File: src/rtl/lane_pkg.sv
// Shared lane types for the lane_fifo elastic buffer and its lane-array consumers.
package lane_pkg;

  localparam int unsigned LaneWidth = 4;

  typedef logic [LaneWidth-1:0] lane_data_t;

endpackage

File: src/rtl/lane_fifo_ptr.sv
// Wrapping FIFO pointer: increments modulo DEPTH (power of two), synchronous clear.
module lane_fifo_ptr #(
  parameter  int unsigned DEPTH = 4,
  localparam int unsigned PtrW  = $clog2(DEPTH)
) (
  input  logic            clk_i,
  input  logic            rst_ni,
  input  logic            clr_i,
  input  logic            inc_i,
  output logic [PtrW-1:0] ptr_o
);

  logic [PtrW-1:0] ptr_d, ptr_q;

  // Clear wins over increment; natural overflow provides the modulo-DEPTH wrap.
  always_comb begin
    ptr_d = ptr_q;
    if (clr_i) begin
      ptr_d = '0;
    end else if (inc_i) begin
      ptr_d = ptr_q + PtrW'(1);
    end
  end

  // NOTE: sequential state uses non-blocking assignments so every flop samples pre-edge values.
  always_ff @(posedge clk_i or negedge rst_ni) begin
    if (!rst_ni) begin
      ptr_q <= '0;
    end else begin
      ptr_q <= ptr_d;
    end
  end

  assign ptr_o = ptr_q;

endmodule

File: src/rtl/lane_fifo.sv
// Elastic valid/ready buffer in front of the lane array, with occupancy count.
// Optional same-cycle pass-through when empty: define LANE_FIFO_BYPASS_EN.
module lane_fifo
  import lane_pkg::*;
#(
  parameter  int unsigned WIDTH = LaneWidth,
  parameter  int unsigned DEPTH = 4,
  localparam int unsigned PtrW  = $clog2(DEPTH),
  localparam int unsigned LvlW  = $clog2(DEPTH) + 1
) (
  input  logic             clk_i,
  input  logic             rst_ni,
  input  logic             flush_i,
  input  logic             valid_i,
  output logic             ready_o,
  input  logic [WIDTH-1:0] data_i,
  output logic             valid_o,
  input  logic             ready_i,
  output logic [WIDTH-1:0] data_o,
  output logic [LvlW-1:0]  level_o
);

  logic [WIDTH-1:0] mem_q [DEPTH];
  logic [PtrW-1:0]  wr_ptr, rd_ptr;
  logic [LvlW-1:0]  level_d, level_q;
  logic             empty, full, push, pop, pass;

  assign empty = (level_q == '0);
  assign full  = (level_q == LvlW'(DEPTH));

  // NOTE: every output of this block gets a default first, so no path can infer a latch.
  always_comb begin
    ready_o = !full;
    valid_o = !empty;
    data_o  = empty ? '0 : mem_q[rd_ptr];
    pass    = 1'b0;
`ifdef LANE_FIFO_BYPASS_EN
    // Empty and not flushing: show the producer word directly; consumed words skip storage.
    if (empty && !flush_i) begin
      valid_o = valid_i;
      data_o  = data_i;
      pass    = valid_i && ready_i;
    end
`endif
    push = valid_i && !full && !flush_i && !pass;
    pop  = !empty && ready_i && !flush_i;
  end

  always_comb begin
    level_d = level_q;
    if (flush_i) begin
      level_d = '0;
    end else begin
      unique case ({push, pop})
        2'b10:   level_d = level_q + LvlW'(1);
        2'b01:   level_d = level_q - LvlW'(1);
        default: level_d = level_q;
      endcase
    end
  end

  always_ff @(posedge clk_i or negedge rst_ni) begin
    if (!rst_ni) begin
      level_q <= '0;
    end else begin
      level_q <= level_d;
    end
  end

  // NOTE: storage is deliberately not reset; data_o is masked to zero while empty, so stale entries never show.
  always_ff @(posedge clk_i) begin
    if (push) begin
      mem_q[wr_ptr] <= data_i;
    end
  end

  lane_fifo_ptr #(.DEPTH(DEPTH)) u_wr_ptr (
    .clk_i  (clk_i),
    .rst_ni (rst_ni),
    .clr_i  (flush_i),
    .inc_i  (push),
    .ptr_o  (wr_ptr)
  );

  lane_fifo_ptr #(.DEPTH(DEPTH)) u_rd_ptr (
    .clk_i  (clk_i),
    .rst_ni (rst_ni),
    .clr_i  (flush_i),
    .inc_i  (pop),
    .ptr_o  (rd_ptr)
  );

  assign level_o = level_q;

endmodule

File: config.mk
export PLATFORM = sky130hd
export DESIGN_NAME = lane_fifo
export DESIGN_NICKNAME = d
export VERILOG_FILES = /design/src/rtl/lane_pkg.sv /design/src/rtl/lane_fifo_ptr.sv /design/src/rtl/lane_fifo.sv
export SDC_FILE = /design/constraint.sdc
export NUM_CORES = 1
export LEC_CHECK = 0
export BUFFER_PORTS_ARGS = -buffer_cell sky130_fd_sc_hd__clkbuf_2
export CAP_MARGIN = 5
export CORE_MARGIN = 10
export CORE_UTILIZATION = 55
export DETAILED_ROUTE_END_ITERATION = 7
export GPL_TIMING_DRIVEN = 0
export PLACE_DENSITY = 0.77
export SETUP_SLACK_MARGIN = 0.2
export SLEW_MARGIN = 10
export SYNTH_ARGS = -nofsm -noshare
export SYNTH_HDL_FRONTEND = slang
export SYNTH_SLANG_ARGS = --single-unit
File: constraint.sdc
create_clock -name clk_i -period 2.6 [get_ports clk_i]
set_input_delay 0.39 -clock clk_i [delete_from_list [all_inputs] [get_ports clk_i]]
set_output_delay 0.39 -clock clk_i [all_outputs]
set_load 0.05 [all_outputs]
==> results of run 1 <==
[placed cells by master (no fill, tap or decap), types with 3 or more instances in the layout]
| cell type | count |
|---|---|
| nor2_1 | 4 |
| clkbuf_4 | 3 |
| mux4_2 | 4 |
| ha_1 | 4 |
| and2_1 | 4 |
| and2b_1 | 4 |
| dfrtp_1 | 5 |
| xor2_1 | 3 |
| o21ai_0 | 3 |
| clkbuf_2 | 15 |
| inv_1 | 5 |
| edfxtp_1 | 16 |
| clkbuf_8 | 3 |
[worst reg2reg max path, stage by stage, from the launching register on]
cell,delay [ps]
dfrtp_2,450
clkbuf_8,170
o31ai_2,390
a211oi_1,120
fa_1,420
or4_1,540
a31oi_1,160
[kinds of logic after synthesis]
logic type | share of synthesized area
AOI/OAI and AO/OA | 0.100
DFF | 0.548
buffers and inverters | 0.0617
adders and majority gates | 0.0585
xor gates and xnor gates | 0.0293
and+or+nand+nor | 0.127
muxes | 0.0752
[metrics by stage]
stage	hold slack (ps)	setup slack, ps	util	cells
2_1_floorplan	94.4	197	-	88
4_1_cts	271	309	0.670	135
5_1_grt	262	178	0.670	135
3_3_place_gp	239	264	0.647	130
6_report	274	269	0.670	135
3_5_place_dp	243	207	0.647	130
[cell type report]
cell class              count  area share
well taps                  27      0.0249
flip-flops and latches     23       0.486
clock buffers               4      0.0194
inverters                   6      0.0166
plain buffers               5      0.0379
repair buffers             16      0.0628
multi-input cells          54       0.353
[timing repair]
action | CTS | global route
cloned | 0 | 0
buffers inserted | 0 | 0
hold buffers | 1 | 0
gates resized for setup | 2 | 0
endpoints found under the hold margin | 7 | 0
setup endpoints to repair | 5 | 2
[sequential cells by signal, summed over array words and instances, names as in the netlist]
register	cells
u_wr_ptr.ptr_o	2
level_o	3
mem_q	16
u_rd_ptr.ptr_o	2
[worst paths after layout]
path	startpoint	endpoint	slack, ps	cells after the start
worst max register to register	level_o[0]	level_o[2]	270	6
worst min-delay path	flush_i	level_o[0]	270	2
worst max-delay path	level_o[0]	level_o[2]	270	6
worst min register to register	u_wr_ptr.ptr_o[1]	u_wr_ptr.ptr_o[1]	620	2
max in group asynchronous	rst_ni	level_o[0]	1970	2
min in group asynchronous	rst_ni	u_rd_ptr.ptr_o[0]	440	2
[layer usage]
| metal | vias up | routed length (um) | track usage | part of all wire |
|---|---|---|---|---|
| li1 | 362 | - | - | - |
| met1 | 379 | 999 | 0.131 | 0.45 |
| met2 | 25 | 1090 | 0.166 | 0.49 |
| met3 | 2 | 140 | 0.0334 | 0.063 |
| met4 | 0 | 6 | 0.0236 | 0.0027 |
| met5 | - | 0 | 0 | 0 |
[report_power, final]
group / total [mW] / internal, mW / switching, mW
clock: 0.163 / 0.0598 / 0.103
sequential: 0.430 / 0.411 / 0.0190
combinational: 0.249 / 0.0872 / 0.162
==> qor.txt, run 1 <==
Worst EP arrival: 2560 ps
Reg area: 658 sq um
Routed WL: 2.23 mm
Fill count: 151
CTS clk-pin slew, worst paths: 120 ps
Cell chain of the critical path: clkbuf_8 -> o31ai_2 -> a211oi_1 -> fa_1 -> or4_1 -> a31oi_1
TritonCTS Buffers: 3
Final #Nets: 123
CP startpoint kind: flip-flop
CP Buf/Inv Count: 1
Root buffer cell: clkbuf_4
Num ports: 18
Drc violations: 0
Most common cell in the netlist: edfxtp_1
Critical path endpoint category: flip-flop
Synth cell types: 35
Final HPWL DP: 1.65 mm
Synth Flop Type: edfxtp_1
Vias: 768
WL per Instance: 16.5 um
Post-synth EDFFs: 16
CP max-delay cell: or4_1
Crit path time final: 2330 ps
Setup TNS: 0 ps
Gpl congestion: 0.825
Post-synth ARST share: 0.304
Leading area contributor after synthesis: edfxtp_1
Maximum VDD drop: 332 uV
1st-iter DRT viols: 32
Vias per cell: 5.69
Share of the synthesized area in the top cell type: 0.401
Ant. Diodes: 0
Clock Latency Late Sink: 300 ps
Post-route clock period utilization: 0.897
Number of synthesis warnings: 0
Yosys reg bits: 23
Core Box Area: 0.00202 sq mm
CTS Buffer Depth: 2
Htree depth: 1
First-pass GRT wire length: 3.62 mm
Required time worst endpoint: 2830 ps
Grt total ovfl: 0
Antenna violations before repair: 0
Final instance area: 0.00136 sq mm
Fin. max-slew vios: 0
Vias in the first global route: 806
Worst-margin pin slew: 472 ps
Synth cell count leaders: edfxtp_1 (16), dfrtp_1 (7), inv_1 (5)
Dominant cells by area after synthesis: edfxtp_1 (40%), dfrtp_1 (15%), mux4_2 (7.5%), ha_1 (4.2%), clkbuf_8 (3.4%)
CP Class: flip-flop to flip-flop
CP max FO: 9
Fraction of layout cells with a size suffix above 1: 0.324
Mapped Cells: 88
IO buf count: 15
Post-route ant nets: 0
Starting Density: 0.592
Sequential cell area fraction in the yosys report: 0.548
RSZ-0062 raised after global routing: yes
TritonCTS clock tree: yes
Hold Crit Class: input port to flip-flop
LEAKAGE: 0.537 nW
Die X: 66.7 um
Largest net degree at the start of global routing: 13
Clk sink count: 23
Net Count, Synth: 102
First drt pass iteration count: 4
Pwr Total: 0.842 mW
Worst Skew: 2.05 ps
Rows: 16
Die height: 66.7 um
Power per cell area: 622 mW/mm^2
Dpl cell area: 0.00131 sq mm
DIE AREA: 0.00444 sq mm
Area of the mapped netlist: 0.00120 sq mm
Max Cap Violations: 0
Syn Area/Cell: 13.6 sq um
Synth-to-layout area growth: 13.2%
Final setup vio count: 0
Final hold vios: 0
Area of the multi-input gates: 478 sq um
Critical Path Max Stage Delay: 540 ps
Gr usage total: 0.103
Max Fclk: 429 MHz
Slew headroom: 0.683
Run status: completed
Critical path's top delay family: compound AO/OA/AOI/OAI gates
No activity file was read; power rests on OpenSTA's default activity.
==> run 2, diff against run 1 <==
--- a/config.mk
+++ b/config.mk
@@ -7,11 +7,13 @@
 export LEC_CHECK = 0
 export BUFFER_PORTS_ARGS = -buffer_cell sky130_fd_sc_hd__clkbuf_2
 export CAP_MARGIN = 5
+export CELL_PAD_IN_SITES_DETAIL_PLACEMENT = 0
+export CELL_PAD_IN_SITES_GLOBAL_PLACEMENT = 1
 export CORE_MARGIN = 10
-export CORE_UTILIZATION = 55
+export CORE_UTILIZATION = 45
 export DETAILED_ROUTE_END_ITERATION = 7
 export GPL_TIMING_DRIVEN = 0
-export PLACE_DENSITY = 0.77
+export PLACE_DENSITY_LB_ADDON = 0.1
 export SETUP_SLACK_MARGIN = 0.2
 export SLEW_MARGIN = 10
 export SYNTH_ARGS = -nofsm -noshare
==> run 2 against run 1 <==
Hold slack gained 8.2 ps; sequential cell count is the same; final cell count grew 2.2%; sequential share of layout area shrank 0.66 points; clock skew grew 3.9 ps; highest routed layer unchanged; critical endpoint unchanged; die area grew 15%; fmax grew 4.2%; power grew 0.79%; combinational power grew 2%; via count shrank 1.6%; routed wire length grew 6.3%; register-to-register slack gained 90 ps.
==> qor.txt, run 2 (synthesized netlist as in run 1, its figures left out) <==
IO buf count: 15 (unchanged)
Worst-margin pin slew: 588 ps (+116 ps)
DIE AREA: 0.00512 sq mm (+15%)
Final #Nets: 123 (unchanged)
CP Class: flip-flop to flip-flop
CP Buf/Inv Count: 1 (unchanged)
Die height: 71.6 um (+7.4%)
1st-iter DRT viols: 39 (+22%)
Crit path time final: 2240 ps (-94.0 ps)
WL per Instance: 17.2 um (+4.0%)
First drt pass iteration count: 4 (unchanged)
CTS Buffer Depth: 2 (unchanged)
CP max-delay cell: or4_1
TritonCTS clock tree: yes
Vias in the first global route: 774 (-4.0%)
Vias per cell: 5.48 (-3.7%)
Post-route ant nets: 0 (unchanged)
Required time worst endpoint: 2830 ps (about the same)
Final setup vio count: 0 (unchanged)
Critical Path Max Stage Delay: 530 ps (about the same)
Rows: 18 (+2)
Power per cell area: 618 mW/mm^2 (-0.59%)
RSZ-0062 raised after global routing: no
CTS clk-pin slew, worst paths: 130 ps (about the same)
Commonest cells after routing, fill and taps aside: edfxtp_1 (16), clkbuf_2 (15), inv_1 (5), dfrtp_1 (5)
Gpl congestion: 0.775 (-6.0%)
Root buffer cell: clkbuf_4
Most common cell after layout, fill and taps aside: edfxtp_1
Max FFs per register: 16 (unchanged)
Largest net degree at the start of global routing: 14 (+1)
Hold Crit Class: input port to flip-flop
Clock Latency Late Sink: 300 ps (about the same)
Cell chain of the critical path: clkbuf_8 -> o31ai_4 -> a211oi_2 -> fa_1 -> or4_1 -> a31oi_1
Max Fclk: 447 MHz (+4.2%)
TritonCTS Buffers: 3 (unchanged)
Num ports: 18 (unchanged)
Worst Skew: 5.93 ps (+3.88 ps)
Top reg by flops: mem_q
Core Box Area: 0.00250 sq mm (+24%)
Final Non-Filler Cells: 138 (+2.2%)
First-pass GRT wire length: 3.93 mm (+8.6%)
Die X: 71.6 um (+7.4%)
Final HPWL DP: 1.85 mm (+12%)
Maximum VDD drop: 319 uV (-4.0%)
Post-route clock period utilization: 0.861 (-0.0361)
Fin. max-slew vios: 0 (unchanged)
Stages on the worst setup path: 6 (unchanged)
Gr usage total: 0.0949 (-0.00851)
Grt total ovfl: 0 (unchanged)
Synth-to-layout area growth: 14.7%
Critical path's top delay family: compound AO/OA/AOI/OAI gates
Vias: 756 (-1.6%)
Critical path endpoint category: flip-flop
Antenna violations before repair: 0 (unchanged)
CP max FO: 9 (unchanged)
CP startpoint kind: flip-flop
Slew headroom: 0.605 (-0.0787)
Routed WL: 2.37 mm (+6.3%)
Htree depth: 1 (unchanged)
Max Cap Violations: 0 (unchanged)
Starting Density: 0.479 (-0.113)
Ant. Diodes: 0 (unchanged)
Clk sink count: 23 (unchanged)
Setup TNS: 0 ps (unchanged)
Worst EP arrival: 2470 ps (-90 ps)
Final hold vios: 0 (unchanged)
R2R depth: 6 (unchanged)
Fill count: 225 (+49%)
Run status: completed
LEAKAGE: 0.542 nW (+0.90%)
Drc violations: 0 (unchanged)
Worst hold path depth: 2 (unchanged)
Fraction of layout cells with a size suffix above 1: 0.343 (+0.0185)
Placed cells: 133 (+2.3%)
[run 2: what timing repair did]
| item | CTS | global route |
|---|---|---|
| pin swaps | 0 | 0 |
| endpoints found under the hold margin | 7 | 0 |
| hold buffers | 1 | 0 |
| setup endpoints to repair | 5 | 2 |
| buffers inserted | 0 | 0 |
| gates resized for setup | 2 | 2 |
[run 2: layout make-up]
class	count	area (sq um)	share of cell area
flip-flops and latches	23	658	0.479
multi-input cells	54	492	0.358
repair buffers	16	85.1	0.0619
plain buffers	5	51.3	0.0373
well taps	30	37.5	0.0273
clock buffers	3	22.5	0.0164
inverters	6	22.5	0.0164
clock inverters	1	5.00	0.00364
[run 2: power by group]
group / total (mW) / switching [mW] / internal, mW
Combinational: 0.255 / 0.165 / 0.0891
Clock: 0.163 / 0.105 / 0.0573
Sequential: 0.432 / 0.0207 / 0.411
Total: 0.849 / 0.291 / 0.557
[run 2: layer usage]
| metal | global-route usage | part of all wire | vias to the layer above |
|---|---|---|---|
| met3 | 0.0275 | 0.035 | 2 |
| met4 | 0.0194 | 0.0017 | 0 |
| met1 | 0.129 | 0.46 | 382 |
| li1 | - | - | 361 |
| met2 | 0.146 | 0.50 | 11 |
| met5 | 0 | 0 | - |
[run 2: path summary, 6_finish.rpt]
kind | start | endpoint | slack [ps]
min in group asynchronous | rst_ni | level_o[2] | 440
setup reg to reg | level_o[0] | level_o[2] | 360
max in group asynchronous | rst_ni | level_o[0] | 1970
hold / removal | flush_i | level_o[0] | 280
hold reg to reg | u_wr_ptr.ptr_o[1] | u_wr_ptr.ptr_o[1] | 620
setup / recovery | level_o[0] | level_o[2] | 360
[run 2: metrics by stage]
stage / power [mW] / utilization / hold WS, ps / setup slack [ps] / cell area, sq um
2_1_floorplan: 0.625 / - / 94.4 / 197 / 1200
3_3_place_gp: 0.679 / 0.525 / 238 / 220 / 1310
3_5_place_dp: 0.688 / 0.525 / 246 / 197 / 1310
4_1_cts: 0.853 / 0.544 / 270 / 286 / 1360
5_1_grt: 0.898 / 0.550 / 267 / 262 / 1370
6_report: 0.849 / 0.550 / 283 / 363 / 1370
